### config.mk
export PLATFORM = sky130hd
export DESIGN_NAME = alu_sequencer
export DESIGN_NICKNAME = d
export VERILOG_FILES = /design/src/rtl/alu_sequencer.sv
export SDC_FILE = /design/constraint.sdc
export NUM_CORES = 1
export LEC_CHECK = 0
export BUFFER_PORTS_ARGS = -buffer_cell sky130_fd_sc_hd__clkbuf_2
export CAP_MARGIN = 40
export CORE_UTILIZATION = 40
export CTS_CLUSTER_DIAMETER = 200
export DETAILED_ROUTE_END_ITERATION = 10
export PLACE_DENSITY = 0.58
export SYNTH_ARGS = -nofsm -noshare
export SYNTH_HDL_FRONTEND = slang
export SYNTH_SLANG_ARGS = --single-unit
### constraint.sdc
create_clock -name clk -period 2.73 [get_ports clk]
set_clock_uncertainty 0.2 [all_clocks]
set_input_delay 0.546 -clock clk [delete_from_list [all_inputs] [get_ports clk]]
set_output_delay 0.546 -clock clk [all_outputs]
set_load 0.01 [all_outputs]
### src/rtl/alu_sequencer.sv
// Program sequencer for the 8-bit accumulator ALU: holds a small program store and
// issues one instruction per clock from slot 0 until an END-flagged slot or the last slot.
module alu_sequencer #(
    parameter  int unsigned DEPTH = 16,
    localparam int unsigned AW    = $clog2(DEPTH)
) (
    input  logic          clk,
    input  logic          reset,
    input  logic          start,
    input  logic          abort,
    input  logic          prog_we,
    input  logic [AW-1:0] prog_addr,
    input  logic [7:0]    prog_data,
    input  logic [7:0]    alu_result,
    output logic [7:0]    instruction,
    output logic          alu_en,
    output logic          busy,
    output logic          done,
    output logic          aborted,
    output logic [7:0]    result,
    output logic [AW:0]   instr_count
);

    typedef enum logic [1:0] {
        S_IDLE  = 2'd0,
        S_RUN   = 2'd1,
        S_DRAIN = 2'd2
    } state_e;

    state_e        state_q;
    logic [AW-1:0] pc_q;
    logic [AW:0]   count_q;
    logic [7:0]    result_q;
    logic          done_q;
    logic          aborted_q;
    logic [7:0]    mem_q [DEPTH];
    logic [7:0]    cur_instr;

    // Program store: not reset, writable only while idle.
    always_ff @(posedge clk) begin
        if (prog_we && (state_q == S_IDLE)) begin
            mem_q[prog_addr] <= prog_data;
        end
    end

    assign cur_instr = mem_q[pc_q];

    // Issue path: END flag and reserved bit are masked off towards the ALU.
    assign alu_en      = (state_q == S_RUN);
    assign instruction = (state_q == S_RUN) ? (cur_instr & 8'hCF) : 8'h00;
    assign busy        = (state_q != S_IDLE);
    assign done        = done_q;
    assign aborted     = aborted_q;
    assign result      = result_q;
    assign instr_count = count_q;

    always_ff @(posedge clk or posedge reset) begin
        if (reset) begin
            state_q   <= S_IDLE;
            pc_q      <= '0;
            count_q   <= '0;
            result_q  <= 8'h00;
            done_q    <= 1'b0;
            aborted_q <= 1'b0;
        end else begin
            done_q    <= 1'b0;
            aborted_q <= 1'b0;
            case (state_q)
                S_IDLE: begin
                    if (start) begin
                        state_q <= S_RUN;
                        pc_q    <= '0;
                        count_q <= '0;
                    end
                end
                S_RUN: begin
                    // The instruction on this edge executes even when aborting.
                    count_q <= count_q + (AW+1)'(1);
                    if (abort) begin
                        state_q   <= S_IDLE;
                        aborted_q <= 1'b1;
                    end else if (cur_instr[5] || (pc_q == AW'(DEPTH - 1))) begin
                        state_q <= S_DRAIN;
                    end else begin
                        pc_q <= pc_q + AW'(1);
                    end
                end
                S_DRAIN: begin
                    state_q <= S_IDLE;
                    if (abort) begin
                        aborted_q <= 1'b1;
                    end else begin
                        result_q <= alu_result;
                        done_q   <= 1'b1;
                    end
                end
                default: begin
                    state_q <= S_IDLE;
                end
            endcase
        end
    end

endmodule

==> results of run 1 <==
## metrics by stage
step / instance area (µm²) / setup slack, ns
2_1_floorplan: 5600 / 0.125
5_1_grt: 6680 / -0.470
4_1_cts: 6710 / -0.428
3_5_place_dp: 6170 / -0.0607
6_report: 6680 / -0.397
3_3_place_gp: 6170 / -0.0591
## repair_timing
action | in CTS | in global routing
gates resized for setup | 12 | 8
endpoints found under the setup margin | 6 | 9
pin swaps | 0 | 2
setup buffers | 2 | 0
gates cloned | 1 | 0
## cell families (layout without fill, tap and decap cells)
family / after synthesis / count (layout) / share of synthesized area (%)
flops: 133 / 133 / 69.5
simple gates: 62 / 62 / 6.26
mux: 49 / 49 / 17.2
buf+inv: 22 / 111 / 2.46
compound gates: 19 / 19 / 2.55
fa+ha+maj: 5 / 5 / 1.12
xor+xnor: 5 / 5 / 0.783
other cells: 1 / 2 / 0.0670
## worst paths after layout
kind | endpoint
setup / recovery | instruction[2]
hold / removal | instr_count[1]
setup reg to reg | pc_q[0]
hold reg to reg | result[3]
max in group asynchronous | pc_q[0]
min in group clk | result[3]
## critical path: stages, from the launching register on
cell and delay, ns:
dfrtp_2 0.41, buf_12 0.17, mux4_1 0.60, mux4_2 0.49, and2_1 0.17, clkbuf_2 0.12
## where the power goes
group,switching [µW],internal [µW]
clock network,773,1220
registers,93.7,2360
logic,723,769
## Yosys cell counts (all sizes together) (2+ instances only)
master  instances
a22o            2
buf            10
edfxtp        112
nor2           17
nor3            7
mux2           13
clkbuf          7
a21oi           3
and2            7
nand3           3
nor3b           4
nand2b          7
a21o            3
mux4           30
dfrtp          21
xor2            4
mux2i           6
inv             5
nand4           3
nand3b          2
nand2           7
o21ai           3
ha              5
## state kept, by name (all words and copies together), names as in the netlist
name,cells
result,8
done,1
mem_q,112
aborted,1
instr_count,5
pc_q,4
state_q,2
## layout make-up
cell class	instances	area, µm²	share of cell area [%]
clock buffer	26	489	7.32
clock inverter	6	30.0	0.449
inverter	5	18.8	0.281
multi-input combinational	142	1520	22.7
sequential	133	3890	58.2
tap	176	220	3.29
timing repair buffer	74	518	7.75
## per-layer routing
| layer | up-vias | global-route usage, % |
|---|---|---|
| met5 | - | 0 |
| met4 | 0 | 8.87 |
| met3 | 21 | 4.29 |
| met2 | 87 | 26.4 |
| met1 | 1481 | 23.3 |
| li1 | 1327 | - |
==> metrics.csv, run 1 <==
stage;metric;value;unit
setup_path;critical path launch point type;flop;
power;P_leak;0.00240;µW
setup_path;CP Data Required Time;1.98;ns
global_routing;vias in the first global route;2960;
finish;ant diodes;0;
yosys;Post-Syn Area;5590;µm²
timing;RSZ-0062 raised after global routing;yes;
yosys;Synth Area per Inst;18.9;µm²
die;initial core utilization;41.6;%
yosys;Gate Count Post-Synth;296;
route;met1 WL;5120;µm
yosys;Seq cells post-synth;133;
run_status;status;finished, violations left;
finish;most frequent cells in the layout;edfxtp_1 (112), clkbuf_2 (46), mux4_2 (23), buf_4 (21), dfrtp_1 (20);
timing;minimum clock period;3.13;ns
route;drt pass-1 iters;4;
timing;Hold Violations, Final;0;
global_routing;initial antenna violation count;0;
yosys;Ys Warns;0;
timing;Worst Setup Slack, final;-0.397;ns
route;Via density;5.19;
route;DRC viols;0;
cts;CTS tree;done;
global_routing;first-pass GRT wire length;17700;µm
yosys;Post-synth EDFFs;112;
setup_path;CP endpoint kind;output port;
timing;WHS;0.0622;ns
die;Core ar.;13500;µm²
timing;pins over their slew limit;0;
setup_path;Worst EP arrival;2.38;ns
cts;root buffer cell;clkbuf_16;
finish;share of layout cells above drive strength 1;36.5;%
setup_path;critical setup path kind;flop to output port;
yosys;Yosys top cell by area;edfxtp_1;
placement;PortBufs;46;
route;Top Metal Used;met4;
yosys;synth top area cells;edfxtp_1 (60%), mux4_1 (10%), dfrtp_1 (9.4%), mux4_2 (3.2%), mux2_2 (2.6%);
yosys;number of distinct library cells after synthesis;44;
setup_path;CP Max Fanout;12;
yosys;sequential element share of the synthesized area;69.5;%
global_routing;largest net degree at the start of global routing;22;
route;Vias;2916;
route;Initial DRC Count;184;
route;Routed WL;11500;µm
placement;Inst Count DP;527;
setup_path;crit path launch;pc_q[0];
cts;CTS Buf Count;17;
die;Core Rows;42;
setup_path;FF-to-FF path depth;10;
finish;Filler cells;1157;
finish;post-route insts no fill;562;
cts;Hold-fix buffers, CTS;0;
die;die area;14500;µm²
power;total design power;5940;µW
yosys;Async SR Flop Fraction;15.8;%
setup_path;Worst R2R Start;pc_q[0];
yosys;top cell type's share of synthesized area;60.1;%
yosys;Synth Flop Type;edfxtp_1;
min_path;Hold Path Class;input port to async pin;
timing;Final setup viols;6;
power;PD cells;888;nW/µm²
cts;H-tree levels;4;
finish;nets;403;
route;Met3 Routed Length;668;µm
finish;commonest non-fill, non-tap cell in the layout;edfxtp_1;
cts;Worst-path clk slew;0.05;ns
setup_path;Worst R2R Setup Slack;0.16;ns
die;Die X;120;µm
timing;setup TNS;-2.32;ns
route;Avg WL per Cell;20.5;µm
route;met2 routed WL;5450;µm
timing;Final Cycle Share;115;%
finish;Final Util;49.7;%
cts;Skew-Pair Late Insertion Delay;0.41;ns
timing;Fmax;0.320;GHz
flow_run;Max Cap Viol;0;
global_routing;Tot GR Track Use;17.4;%
cts;# clock sinks;133;
placement;Placer Congestion;0.709;
timing;Least-Margin Pin Slew;0.791;ns
finish;Area Growth Syn to Fin;19.5;%
die;I/O Pins;50;
placement;HPWL Detailed;7350;µm
route;antenna viol nets, final;0;
global_routing;total grt overflow;0;
cts;worst-case clock buffer depth;2;
die;height of the die;120;µm
run_status;failing checks;negative setup slack;
power;worst vdd ir;0.462;mV
timing;Slew headroom;47.2;%
Power figures use the tool's default switching activity.
==> run 2: changes to the inputs <==
Settings changed: MAX_ROUTING_LAYER set to met4, SKIP_CTS_REPAIR_TIMING set to 1.
==> metrics.csv, run 2 (synthesis gave the netlist of run 1 again) <==
stage;metric;value;unit
timing;Least-Margin Pin Slew;0.789;ns
finish;share of layout cells above drive strength 1;37.0;%
global_routing;vias in the first global route;2906;
finish;Filler cells;1148;
cts;# clock sinks;133;
cts;CTS Buf Count;17;
route;antenna viol nets, final;0;
timing;minimum clock period;3.18;ns
global_routing;total grt overflow;0;
die;Die X;120;µm
timing;Worst Setup Slack, final;-0.454;ns
cts;Skew-Pair Late Insertion Delay;0.42;ns
finish;FF/Latch Area;3890;µm²
placement;Inst Count DP;527;
die;I/O Pins;50;
route;Vias;2942;
global_routing;largest net degree at the start of global routing;25;
setup_path;CP Data Required Time;1.98;ns
timing;Final Cycle Share;117;%
timing;Hold Violations, Final;0;
route;Routed WL;11600;µm
timing;Final setup viols;6;
setup_path;critical setup path kind;flop to output port;
placement;PortBufs;46;
placement;Placer Congestion;0.717;
setup_path;CP Max Fanout;6;
die;height of the die;120;µm
finish;post-route cell area;6720;µm²
finish;Largest register FFs;112;
finish;Final Util;49.9;%
global_routing;first-pass GRT wire length;17200;µm
placement;dpl cell area;6170;µm²
timing;WHS;0.0586;ns
die;die area;14500;µm²
flow_run;Max Cap Viol;0;
power;P_leak;0.00241;µW
finish;Area Growth Syn to Fin;20.1;%
min_path;Hold Path Class;input port to async pin;
route;Avg WL per Cell;20.6;µm
timing;RSZ-0062 raised after global routing;yes;
setup_path;crit path launch;pc_q[0];
global_routing;initial antenna violation count;0;
setup_path;Worst EP arrival;2.44;ns
finish;most frequent cells in the layout;edfxtp_1 (112), clkbuf_2 (43), mux4_2 (23), buf_4 (21), dfrtp_1 (20);
route;drt pass-1 iters;5;
run_status;failing checks;negative setup slack;
route;Initial DRC Count;192;
cts;worst-case clock buffer depth;2;
finish;ant diodes;0;
cts;CTS tree;done;
timing;pins over their slew limit;0;
global_routing;Tot GR Track Use;17.4;%
setup_path;CP endpoint kind;output port;
route;Via density;5.23;
route;DRC viols;0;
finish;area of the multi-input gates;1520;µm²
die;Core Rows;42;
finish;post-route insts no fill;562;
power;total design power;5990;µW
cts;H-tree levels;4;
setup_path;critical path launch point type;flop;
setup_path;Worst R2R Start;pc_q[0];
timing;Fmax;0.314;GHz
run_status;status;finished, violations left;
die;initial core utilization;41.6;%
cts;root buffer cell;clkbuf_16;
placement;HPWL Detailed;7350;µm
finish;Most flops, register;mem_q;
cts;Worst-path clk slew;0.05;ns
die;Core ar.;13500;µm²
timing;Slew headroom;47.3;%
finish;commonest non-fill, non-tap cell in the layout;edfxtp_1;
power;PD cells;891;nW/µm²
power;worst vdd ir;0.460;mV
finish;nets;403;
-- run 2: metrics by stage --
stage	TNS, ns	setup slack [ns]
after global routing	-2.92	-0.506
final	-2.58	-0.454
after floorplan	0	0.125
after detailed placement	-0.172	-0.0607
after global placement	-0.171	-0.0591
after CTS	-2.84	-0.506
-- run 2: worst paths after layout --
| check | depth (start not counted) | slack (ns) | endpoint |
|---|---|---|---|
| worst min register to register | 1 | 0.30 | result[3] |
| min in group clk | 2 | 0.18 | result[3] |
| worst max register to register | 9 | 0.15 | pc_q[0] |
| worst min-delay path | 2 | 0.06 | instr_count[2] |
| worst max-delay path | 5 | -0.45 | instruction[1] |
| max in group asynchronous | 2 | 1.72 | pc_q[0] |
-- run 2: power breakdown --
group	leakage [µW]	switching (µW)	internal, µW
clock network	0.000262	773	1220
registers	0.00128	104	2360
logic	0.000869	725	807
total	0.00241	1600	4390
-- run 2: cell type report --
cell class                 instances  share of cell area, %
sequential                       133                   57.9
multi-input combinational        142                   22.7
timing repair buffer              74                   8.16
clock buffer                      26                   7.28
tap                              176                   3.28
clock inverter                     6                  0.447
inverter                           5                  0.279
-- run 2: layer usage --
layer	track usage, %	part of all wire [%]	vias up
met5	-	0	-
met4	8.87	2.5	0
met3	4.20	4.7	19
met2	25.7	47	81
met1	22.4	46	1515
li1	-	-	1327
-- run 2: worst max-delay path, stage by stage, from the launching register on --
cell and delay (ns):
dfrtp_2 0.47, buf_12 0.17, mux4_1 0.60, mux4_2 0.50
and2_4 0.17, buf_6 0.11
